`config.mk`:
```
export PLATFORM = sky130hd
export DESIGN_NAME = aes_core_arbiter_flat
export DESIGN_NICKNAME = d
export VERILOG_FILES = /design/src/rtl/aes_core_arbiter_if.sv /design/src/rtl/aes_core_arbiter.sv /design/src/flat_wrapper.sv
export SDC_FILE = /design/constraint.sdc
export NUM_CORES = 1
export LEC_CHECK = 0
export ABC_AREA = 1
export CORE_UTILIZATION = 35
export DETAILED_ROUTE_END_ITERATION = 10
export GPL_TIMING_DRIVEN = 0
export HOLD_SLACK_MARGIN = 0.1
export PLACE_DENSITY = 0.69
export SLEW_MARGIN = 20
export SYNTH_ARGS = -nofsm -noshare
export SYNTH_HDL_FRONTEND = slang
export SYNTH_SLANG_ARGS = --single-unit
export TNS_END_PERCENT = 5
```
`constraint.sdc`:
```
create_clock -name clk -period 2.06 [get_ports clk]
set_clock_uncertainty 0.1 [all_clocks]
set_input_delay 0.515 -clock clk [delete_from_list [all_inputs] [get_ports clk]]
set_output_delay 0.515 -clock clk [all_outputs]
set_load 0.02 [all_outputs]
```
`src/rtl/aes_core_arbiter_if.sv`:
```
`timescale 1ns/1ps
// aes_core_arbiter_if
// Byte-stream bundle between the two host channels, the arbiter and the AES core.
//   req0_* / req1_* : host -> arbiter plaintext/key bytes with valid/ready
//   rsp0_* / rsp1_* : arbiter -> host ciphertext beats (no backpressure)
//   aes_*           : arbiter <-> core byte stream and ciphertext return
// Modports:
//   slave  : the arbiter's view
//   master : the host/core side (used by the environment)
interface aes_core_arbiter_if;
    logic       req0_valid;
    logic [7:0] req0_pt;
    logic [7:0] req0_key;
    logic       req0_ready;
    logic       rsp0_valid;
    logic [7:0] rsp0_ct;

    logic       req1_valid;
    logic [7:0] req1_pt;
    logic [7:0] req1_key;
    logic       req1_ready;
    logic       rsp1_valid;
    logic [7:0] rsp1_ct;

    logic       aes_valid;
    logic [7:0] aes_pt;
    logic [7:0] aes_key;
    logic       aes_ready;
    logic       aes_ct_valid;
    logic [7:0] aes_ct;

    modport slave (
        input  req0_valid, req0_pt, req0_key,
        output req0_ready, rsp0_valid, rsp0_ct,
        input  req1_valid, req1_pt, req1_key,
        output req1_ready, rsp1_valid, rsp1_ct,
        output aes_valid, aes_pt, aes_key,
        input  aes_ready, aes_ct_valid, aes_ct
    );

    modport master (
        output req0_valid, req0_pt, req0_key,
        input  req0_ready, rsp0_valid, rsp0_ct,
        output req1_valid, req1_pt, req1_key,
        input  req1_ready, rsp1_valid, rsp1_ct,
        input  aes_valid, aes_pt, aes_key,
        output aes_ready, aes_ct_valid, aes_ct
    );
endinterface

```
`src/rtl/aes_core_arbiter.sv`:
```
`timescale 1ns/1ps
// aes_core_arbiter
// Shares one byte-serial AES-128 encrypt core between two requester channels.
// A channel owns the core for one whole 16-byte block (round-robin on ties);
// its PT/KEY bytes are passed straight through to the core and the returned
// ciphertext beats are registered onto that channel's response port.
// A watchdog abandons a block whose ciphertext stops arriving.
// Ports:
//   clk      : clock, rising edge
//   reset    : synchronous active-high reset
//   bus      : aes_core_arbiter_if.slave (request/response streams and core link)
//   grant    : owning channel, meaningful while busy = 1
//   busy     : a block is in progress
//   wdog_err : sticky watchdog error, cleared only by reset
module aes_core_arbiter #(
    parameter int BLOCK_BYTES = 16,
    parameter int WDOG_CYCLES = 255
) (
    input  logic                  clk,
    input  logic                  reset,
    aes_core_arbiter_if.slave     bus,
    output logic                  grant,
    output logic                  busy,
    output logic                  wdog_err
);

    typedef enum logic [1:0] {
        IDLE    = 2'd0,
        LOAD    = 2'd1,
        WAIT_CT = 2'd2,
        DONE    = 2'd3
    } state_t;

    localparam logic [3:0] LAST_BYTE  = 4'(BLOCK_BYTES - 1);
    localparam logic [7:0] WDOG_LIMIT = 8'(WDOG_CYCLES);

    state_t     state_r, state_s;
    logic [3:0] byte_cnt_r, byte_cnt_s;
    logic [7:0] wdog_cnt_r, wdog_cnt_s;
    logic       grant_r, grant_s;
    logic       rr_last_r, rr_last_s;
    logic       wdog_err_r, wdog_err_s;
    logic       busy_r;
    logic       rsp0_valid_r, rsp0_valid_s;
    logic       rsp1_valid_r, rsp1_valid_s;
    logic [7:0] rsp0_ct_r, rsp0_ct_s;
    logic [7:0] rsp1_ct_r, rsp1_ct_s;
    logic       req_valid_g_s;
    logic [7:0] req_pt_g_s;
    logic [7:0] req_key_g_s;

    // Next-state, counters and combinational handshake/pass-through outputs.
    always_comb begin
        state_s        = state_r;
        byte_cnt_s     = byte_cnt_r;
        wdog_cnt_s     = wdog_cnt_r;
        grant_s        = grant_r;
        rr_last_s      = rr_last_r;
        wdog_err_s     = wdog_err_r;
        rsp0_valid_s   = 1'b0;
        rsp1_valid_s   = 1'b0;
        rsp0_ct_s      = rsp0_ct_r;
        rsp1_ct_s      = rsp1_ct_r;
        bus.req0_ready = 1'b0;
        bus.req1_ready = 1'b0;
        bus.aes_valid  = 1'b0;
        bus.aes_pt     = 8'h00;
        bus.aes_key    = 8'h00;

        // View of the owning channel's request stream.
        if (grant_r) begin
            req_valid_g_s = bus.req1_valid;
            req_pt_g_s    = bus.req1_pt;
            req_key_g_s   = bus.req1_key;
        end else begin
            req_valid_g_s = bus.req0_valid;
            req_pt_g_s    = bus.req0_pt;
            req_key_g_s   = bus.req0_key;
        end

        case (state_r)
            IDLE: begin
                if (bus.aes_ready && (bus.req0_valid || bus.req1_valid)) begin
                    // Sole requester wins; on a tie the channel that did not go last wins.
                    grant_s    = (bus.req0_valid && bus.req1_valid) ? ~rr_last_r : bus.req1_valid;
                    byte_cnt_s = 4'd0;
                    wdog_cnt_s = 8'd0;
                    state_s    = LOAD;
                end else begin
                    state_s = IDLE;
                end
            end
            LOAD: begin
                bus.req0_ready = ~grant_r;
                bus.req1_ready = grant_r;
                bus.aes_valid  = req_valid_g_s;
                bus.aes_pt     = req_pt_g_s;
                bus.aes_key    = req_key_g_s;
                if (req_valid_g_s) begin
                    // Wraps to 0 on the last byte, ready to count CT beats.
                    byte_cnt_s = byte_cnt_r + 4'd1;
                    if (byte_cnt_r == LAST_BYTE) begin
                        wdog_cnt_s = 8'd0;
                        state_s    = WAIT_CT;
                    end else begin
                        state_s = LOAD;
                    end
                end else begin
                    state_s = LOAD;
                end
            end
            WAIT_CT: begin
                if (bus.aes_ct_valid) begin
                    if (grant_r) begin
                        rsp1_valid_s = 1'b1;
                        rsp1_ct_s    = bus.aes_ct;
                    end else begin
                        rsp0_valid_s = 1'b1;
                        rsp0_ct_s    = bus.aes_ct;
                    end
                    wdog_cnt_s = 8'd0;
                    byte_cnt_s = byte_cnt_r + 4'd1;
                    if (byte_cnt_r == LAST_BYTE) begin
                        state_s = DONE;
                    end else begin
                        state_s = WAIT_CT;
                    end
                end else if (wdog_cnt_r == (WDOG_LIMIT - 8'd1)) begin
                    // This quiet cycle brings the count to the limit: abandon the block.
                    wdog_err_s = 1'b1;
                    rr_last_s  = grant_r;
                    byte_cnt_s = 4'd0;
                    wdog_cnt_s = 8'd0;
                    state_s    = IDLE;
                end else begin
                    wdog_cnt_s = wdog_cnt_r + 8'd1;
                end
            end
            DONE: begin
                if (bus.aes_ready) begin
                    rr_last_s = grant_r;
                    state_s   = IDLE;
                end else begin
                    state_s = DONE;
                end
            end
            default: begin
                state_s = IDLE;
            end
        endcase
    end

    // State, counters and registered outputs with synchronous reset.
    always_ff @(posedge clk) begin
        if (reset) begin
            state_r      <= IDLE;
            byte_cnt_r   <= 4'd0;
            wdog_cnt_r   <= 8'd0;
            grant_r      <= 1'b0;
            rr_last_r    <= 1'b1;
            wdog_err_r   <= 1'b0;
            busy_r       <= 1'b0;
            rsp0_valid_r <= 1'b0;
            rsp1_valid_r <= 1'b0;
            rsp0_ct_r    <= 8'h00;
            rsp1_ct_r    <= 8'h00;
        end else begin
            state_r      <= state_s;
            byte_cnt_r   <= byte_cnt_s;
            wdog_cnt_r   <= wdog_cnt_s;
            grant_r      <= grant_s;
            rr_last_r    <= rr_last_s;
            wdog_err_r   <= wdog_err_s;
            busy_r       <= (state_s != IDLE);
            rsp0_valid_r <= rsp0_valid_s;
            rsp1_valid_r <= rsp1_valid_s;
            rsp0_ct_r    <= rsp0_ct_s;
            rsp1_ct_r    <= rsp1_ct_s;
        end
    end

    assign grant          = grant_r;
    assign busy           = busy_r;
    assign wdog_err       = wdog_err_r;
    assign bus.rsp0_valid = rsp0_valid_r;
    assign bus.rsp0_ct    = rsp0_ct_r;
    assign bus.rsp1_valid = rsp1_valid_r;
    assign bus.rsp1_ct    = rsp1_ct_r;

endmodule

```
`src/flat_wrapper.sv`:
```
// flat-port wrapper written by rule: the top's interface ports become plain ports
module aes_core_arbiter_flat 
#(
    parameter int BLOCK_BYTES = 16,
    parameter int WDOG_CYCLES = 255
)
  (clk, reset, grant, busy, wdog_err, bus_req0_valid, bus_req0_pt, bus_req0_key, bus_req0_ready, bus_rsp0_valid, bus_rsp0_ct, bus_req1_valid, bus_req1_pt, bus_req1_key, bus_req1_ready, bus_rsp1_valid, bus_rsp1_ct, bus_aes_valid, bus_aes_pt, bus_aes_key, bus_aes_ready, bus_aes_ct_valid, bus_aes_ct);
  aes_core_arbiter_if bus_i ();
  input  logic clk;
  input  logic reset;
  output logic grant;
  output logic busy;
  output logic wdog_err;
  input wire logic [$bits(bus_i.req0_valid)-1:0] bus_req0_valid;
  input wire logic [$bits(bus_i.req0_pt)-1:0] bus_req0_pt;
  input wire logic [$bits(bus_i.req0_key)-1:0] bus_req0_key;
  output wire logic [$bits(bus_i.req0_ready)-1:0] bus_req0_ready;
  output wire logic [$bits(bus_i.rsp0_valid)-1:0] bus_rsp0_valid;
  output wire logic [$bits(bus_i.rsp0_ct)-1:0] bus_rsp0_ct;
  input wire logic [$bits(bus_i.req1_valid)-1:0] bus_req1_valid;
  input wire logic [$bits(bus_i.req1_pt)-1:0] bus_req1_pt;
  input wire logic [$bits(bus_i.req1_key)-1:0] bus_req1_key;
  output wire logic [$bits(bus_i.req1_ready)-1:0] bus_req1_ready;
  output wire logic [$bits(bus_i.rsp1_valid)-1:0] bus_rsp1_valid;
  output wire logic [$bits(bus_i.rsp1_ct)-1:0] bus_rsp1_ct;
  output wire logic [$bits(bus_i.aes_valid)-1:0] bus_aes_valid;
  output wire logic [$bits(bus_i.aes_pt)-1:0] bus_aes_pt;
  output wire logic [$bits(bus_i.aes_key)-1:0] bus_aes_key;
  input wire logic [$bits(bus_i.aes_ready)-1:0] bus_aes_ready;
  input wire logic [$bits(bus_i.aes_ct_valid)-1:0] bus_aes_ct_valid;
  input wire logic [$bits(bus_i.aes_ct)-1:0] bus_aes_ct;
  assign bus_i.req0_valid = bus_req0_valid;
  assign bus_i.req0_pt = bus_req0_pt;
  assign bus_i.req0_key = bus_req0_key;
  assign bus_req0_ready = bus_i.req0_ready;
  assign bus_rsp0_valid = bus_i.rsp0_valid;
  assign bus_rsp0_ct = bus_i.rsp0_ct;
  assign bus_i.req1_valid = bus_req1_valid;
  assign bus_i.req1_pt = bus_req1_pt;
  assign bus_i.req1_key = bus_req1_key;
  assign bus_req1_ready = bus_i.req1_ready;
  assign bus_rsp1_valid = bus_i.rsp1_valid;
  assign bus_rsp1_ct = bus_i.rsp1_ct;
  assign bus_aes_valid = bus_i.aes_valid;
  assign bus_aes_pt = bus_i.aes_pt;
  assign bus_aes_key = bus_i.aes_key;
  assign bus_i.aes_ready = bus_aes_ready;
  assign bus_i.aes_ct_valid = bus_aes_ct_valid;
  assign bus_i.aes_ct = bus_aes_ct;
  aes_core_arbiter #(.BLOCK_BYTES(BLOCK_BYTES), .WDOG_CYCLES(WDOG_CYCLES)) u_core (.clk(clk), .reset(reset), .bus(bus_i), .grant(grant), .busy(busy), .wdog_err(wdog_err));
endmodule
```
== Word-level counts from Yosys, hierarchy flattened ==
Index checks and enable logic that the tools add are counted.
W data, S select, Z words.

* Multipliers: 0
* Add/sub/neg operators: 2
* Muxes and demuxes: 34
* Shift operators: 0
* Div/mod/pow operators: 0
* Reductions and logical operators: 15
* Magnitude comparators: 0
* Bitwise operators: 4
* Eq/ne operators: 12

{| class="wikitable"
|+ Operators by type and width
! operator !! number
|-
| $mux W8 || 9
|-
| $pmux W8 S3 || 1
|-
| $mux W4 || 4
|-
| $mux W1 || 12
|-
| $pmux W4 S3 || 1
|-
| $reduce_and A4 Y1 || 3
|-
| $mux W2 || 5
|-
| $reduce_and A3 Y1 || 3
|-
| $add A8 B1 Y8 const B || 1
|-
| $eq A8 B8 Y1 const B || 1
|-
| $ne A2 B1 Y1 const B || 4
|-
| $pmux W2 S4 || 1
|-
| $add A4 B1 Y4 const B || 1
|-
| $eq A2 B2 Y1 const B || 2
|-
| $eq A4 B4 Y1 const B || 1
|-
| $ne A2 B2 Y1 const B || 2
|-
| $not A1 Y1 || 4
|-
| $reduce_bool A2 Y1 || 2
|-
| $ne A3 B2 Y1 const B || 1
|-
| $reduce_bool A3 Y1 || 1
|-
| $reduce_or A3 Y1 || 1
|-
| $eq A2 B1 Y1 const B || 1
|-
| $logic_and A1 B1 Y1 || 2
|-
| $logic_not A2 Y1 || 1
|-
| other kinds (3) || 3
|}

* Logic and storage cells: 78
* Latch bits: 0
* Bits in registers: 36
* Bits in writable memories: 0
* Output and inout port bits: 40
* Memories kept: 0
* Bits of input ports: 46
* ROM bits: 0

== Longest topological paths before layout ==
Gate-level depths: netlist (run 1).

* Depth in word-level cells: 5
* Depth in mapped cells: 11
* Gate-level depth less buffers: 11

== Worst setup path before layout (run 1) ==
Ideal clock, no wire load.

* Path type: register to output
* Start: register u_core.state_r[1]
* End: output bus_aes_key[0]
* Data arrival time: 1.579 ns
* Slack: -0.134 ns
* Data required time: 1.445 ns
* Cell stages (with the launch flop): 7
* Buffers on the path: 1
* Path through: dfxtp_1 inv_1 ha_1 inv_1 nor2_1 buf_2 a22o_1

* Cells in the longest elaborated chain, start to end: 2

{| class="wikitable"
|+ Ends and longest elaborated chain
! element !! line !! RTL
|-
| from (decl) || aes_core_arbiter.sv:37 || <nowiki>state_t state_r, state_s;</nowiki>
|-
| from (signal assigned) || aes_core_arbiter.sv:168 || <nowiki>state_r <= state_s;</nowiki>
|-
| $eq A2 B1 Y1 || aes_core_arbiter.sv:81 || <nowiki>case (state_r)</nowiki>
|-
| $mux W8 || aes_core_arbiter.sv:81 ||
|-
| to (decl) || flat_wrapper.sv:28 || <nowiki>output wire logic [$bits(bus_i.aes_key)-1:0] bus_aes_key;</nowiki>
|}

Every way passes these cells.

== Final worst setup path (run 1) ==
* Start: register u_core.state_r[1]
* End: output bus_aes_key[6]

Same word-level chain as after synthesis.

==> results.cfg, run 1 <==
[status]
status = complete, but fails checks
violations = negative setup slack

[placement]
dpl_worst_slack_ns = -0.698
io_buffers = 85
place_area_um2 = 2850
dp_hpwl_um = 4290
gp_congestion = 0.861

[clock_tree]
cts_max_path_buffers = 2
tritoncts = yes
cts_inserted_buffers = 5
clock-sinks = 36
worst_skew_pair.late_latency_ns = 0.29
htreeDepth = 2
clkTransAtPathRegs_ns = 0.07
root_buffer = clkbuf_8

[floorplan]
pin_count = 86
start_util_pct = 36.7
core_area_um2 = 5170
die_w_um = 75.7
die_h_um = 75.7
rows = 26
die_area_um2 = 5730

[detailed_routing]
drtIter0Drc = 126
dr_total_vias = 2159
wire_per_inst_um = 13.6
via_per_inst = 4.90
drc_errors = 0
first_pass_iters = 4
antenna_left = 0
totalWireLength_um = 5980

[synthesis]
synthCells = 267
ys_types = 28
synth_flop_cell = dfxtp_1
avgSynthCellArea_um2 = 7.11
synthesis.nets = 322
netlist_area_um2 = 1900
ys_ff_latch = 36
synth_edf_count = 0
seq_area_frac_synth_pct = 37.9
async_reset_ff_share_pct = 0
yosysWarnings = 0

[global_routing]
antenna_found_initial = 0
grtUsageTotal_pct = 21.4
globalRouteOverflowTotal = 0
grt_pass1_wl_um = 9290
grt_pass1_vias = 2066
grt_start_max_net_pins = 12

[cells_and_area]
layout_commonest_cell = clkdlybuf4s50_1
fillCellCount = 480
fin_nets = 425
final_util_pct = 59.8
fin_area_um2 = 3090
multiInputGateArea_um2 = 1080
layout_common_cells = clkdlybuf4s50_1, nand2_1, nor2_1
seqCellArea_um2 = 724
n_antenna_cell = 0
drive_above_1_share_pct = 18.3
area_growth_pct = 62.9

[timing]
max-slew-margin-rel_pct = 64.5
final.setup.tns_ns = -0.911
setup_viol = 17
fin_crit_ns = 2.14
maxSlewViolCount = 0
fmax_mhz = 466
fin_ws_ns = -0.0849
worst_slew_pin_slew_ns = 0.533
hold_viol_final = 0
rsz0062_at_grt = true
finalCritPeriodShare_pct = 104

[power_and_ir_drop]
irDropWorstVdd_v = 0.000357
p_leak_nw = 1.34
pwr_density_cell_nw_per_um2 = 577

[setup_path]
rrSetupSlack_ns = 0.16
r2r_end = u_core.busy
worstPathRequired_ns = 1.44
cp-start-kind = register
worstSetupPathType = register to output pin
r2r-start = u_core.state_r[0]
worstPathMaxFanout = 6
cp.arrival_ns = 1.53
cp-end-kind = output pin
r2r_cells = 9

[flow_run]
maxCapViolations = 0

[hold_path]
min_from = u_core.bus.rsp1_ct[1]
worstHoldPathType = register to register
hold_path_depth = 2
whs_endpoint = u_core.bus.rsp1_ct[1]
==> per-stage QoR <==
| stage | hold WS (ns) | std cells | total power (W) |
|---|---|---|---|
| after global placement | 0.347 | 422 | 0.00109 |
| after floorplan | 0.329 | 267 | 0.000909 |
| after CTS | 0.366 | 437 | 0.00178 |
| after detailed placement | 0.355 | 422 | 0.00110 |
| final | 0.363 | 441 | 0.00179 |
| after global routing | 0.387 | 441 | 0.00186 |
==> cells by family after synthesis <==
family | Yosys count | synth area share, %
AO/OA/AOI/OAI | 56 | 18.7
adder cells (fa/ha/maj) | 9 | 5.93
flip-flops | 36 | 37.9
AND/OR/NAND/NOR | 128 | 29.1
buffers and inverters | 37 | 7.84
XOR/XNOR | 1 | 0.461
==> what timing repair did <==
| action | CTS | global route |
|---|---|---|
| setup buffers | 6 | 3 |
| resized for setup | 99 | 21 |
| hold buffers | 0 | 0 |
| pin swaps | 4 | 4 |
| setup endpoints to repair | 39 | 39 |
| cloned | 1 | 1 |
==> power by group <==
part           total [W]  leakage (nW)  switching (W)  internal (W)
clock network   0.000679        0.0645       0.000252      0.000427
logic           0.000379         0.983       0.000188      0.000190
registers       0.000728         0.292      0.0000175      0.000710
total            0.00179          1.34       0.000457       0.00133
==> cells in the mapped netlist (2+ instances only) <==
cell type  instances  area (um^2)
a21oi_1           19         95.1
a22o_1            16          140
buf_2              2         10.0
clkbuf_1           4         15.0
clkinv_1           3         11.3
dfxtp_1           36          721
ha_1               9          113
inv_1             25         93.8
nand2_1           53          199
nand2_2            3         18.8
nand3_1           21          105
nand4_1            5         31.3
nor2_1            39          146
nor2_2             3         18.8
o21ai_0           16         80.1
==> critical path: stages (launching register included) <==
cell      delay, ns
dfxtp_2        0.36
inv_4          0.05
ha_4           0.17
nand2_4        0.07
clkinv_4       0.07
buf_8          0.13
a22o_1         0.25
buf_6          0.14
==> metal layers <==
metal | vias up | part of all wire [%] | GRT usage [%]
li1 | 1098 | - | -
met1 | 968 | 42 | 24.4
met2 | 87 | 47 | 40.0
met3 | 6 | 9.8 | 5.56
met4 | 0 | 0.84 | 4.94
met5 | - | 0 | 0
==> flip-flops by register name, indices dropped and copies added (netlist names) <==
register,cells
u_core.bus.rsp0_valid,1
u_core.state_r,2
u_core.rr_last_r,1
u_core.grant,1
u_core.bus.rsp0_ct,8
u_core.busy,1
u_core.bus.rsp1_ct,8
u_core.wdog_cnt_r,8
u_core.byte_cnt_r,4
u_core.bus.rsp1_valid,1
u_core.wdog_err,1
==> worst max-delay path by stage <==
stage | to | slack, ns | startpoint
after global placement | bus_aes_key[3] | -0.68 | u_core.state_r[1]
after global routing | bus_aes_key[6] | -0.13 | u_core.state_r[1]
after CTS | bus_aes_key[3] | -0.11 | u_core.state_r[1]
final | bus_aes_key[6] | -0.08 | u_core.state_r[1]
after floorplan | bus_aes_key[0] | 0.01 | u_core.state_r[1]
after detailed placement | bus_aes_key[3] | -0.70 | u_core.state_r[1]
==> layout make-up <==
cell class | instances | area share [%]
multi-input cells | 194 | 34.9
flip-flops and latches | 36 | 23.4
clock inverters | 1 | 0.970
clock buffers | 7 | 3.11
inverters | 29 | 3.88
well taps | 70 | 2.83
repair buffers | 96 | 29.0
plain buffers | 8 | 1.90
Note: power is estimated with default switching activity, not from simulation.
==> run 2: changes to the inputs <==
Settings changed: CTS_CLUSTER_DIAMETER set to 100.
==> results of run 2 <==
Final layout, timing and power as in run 1 (identical DEF).
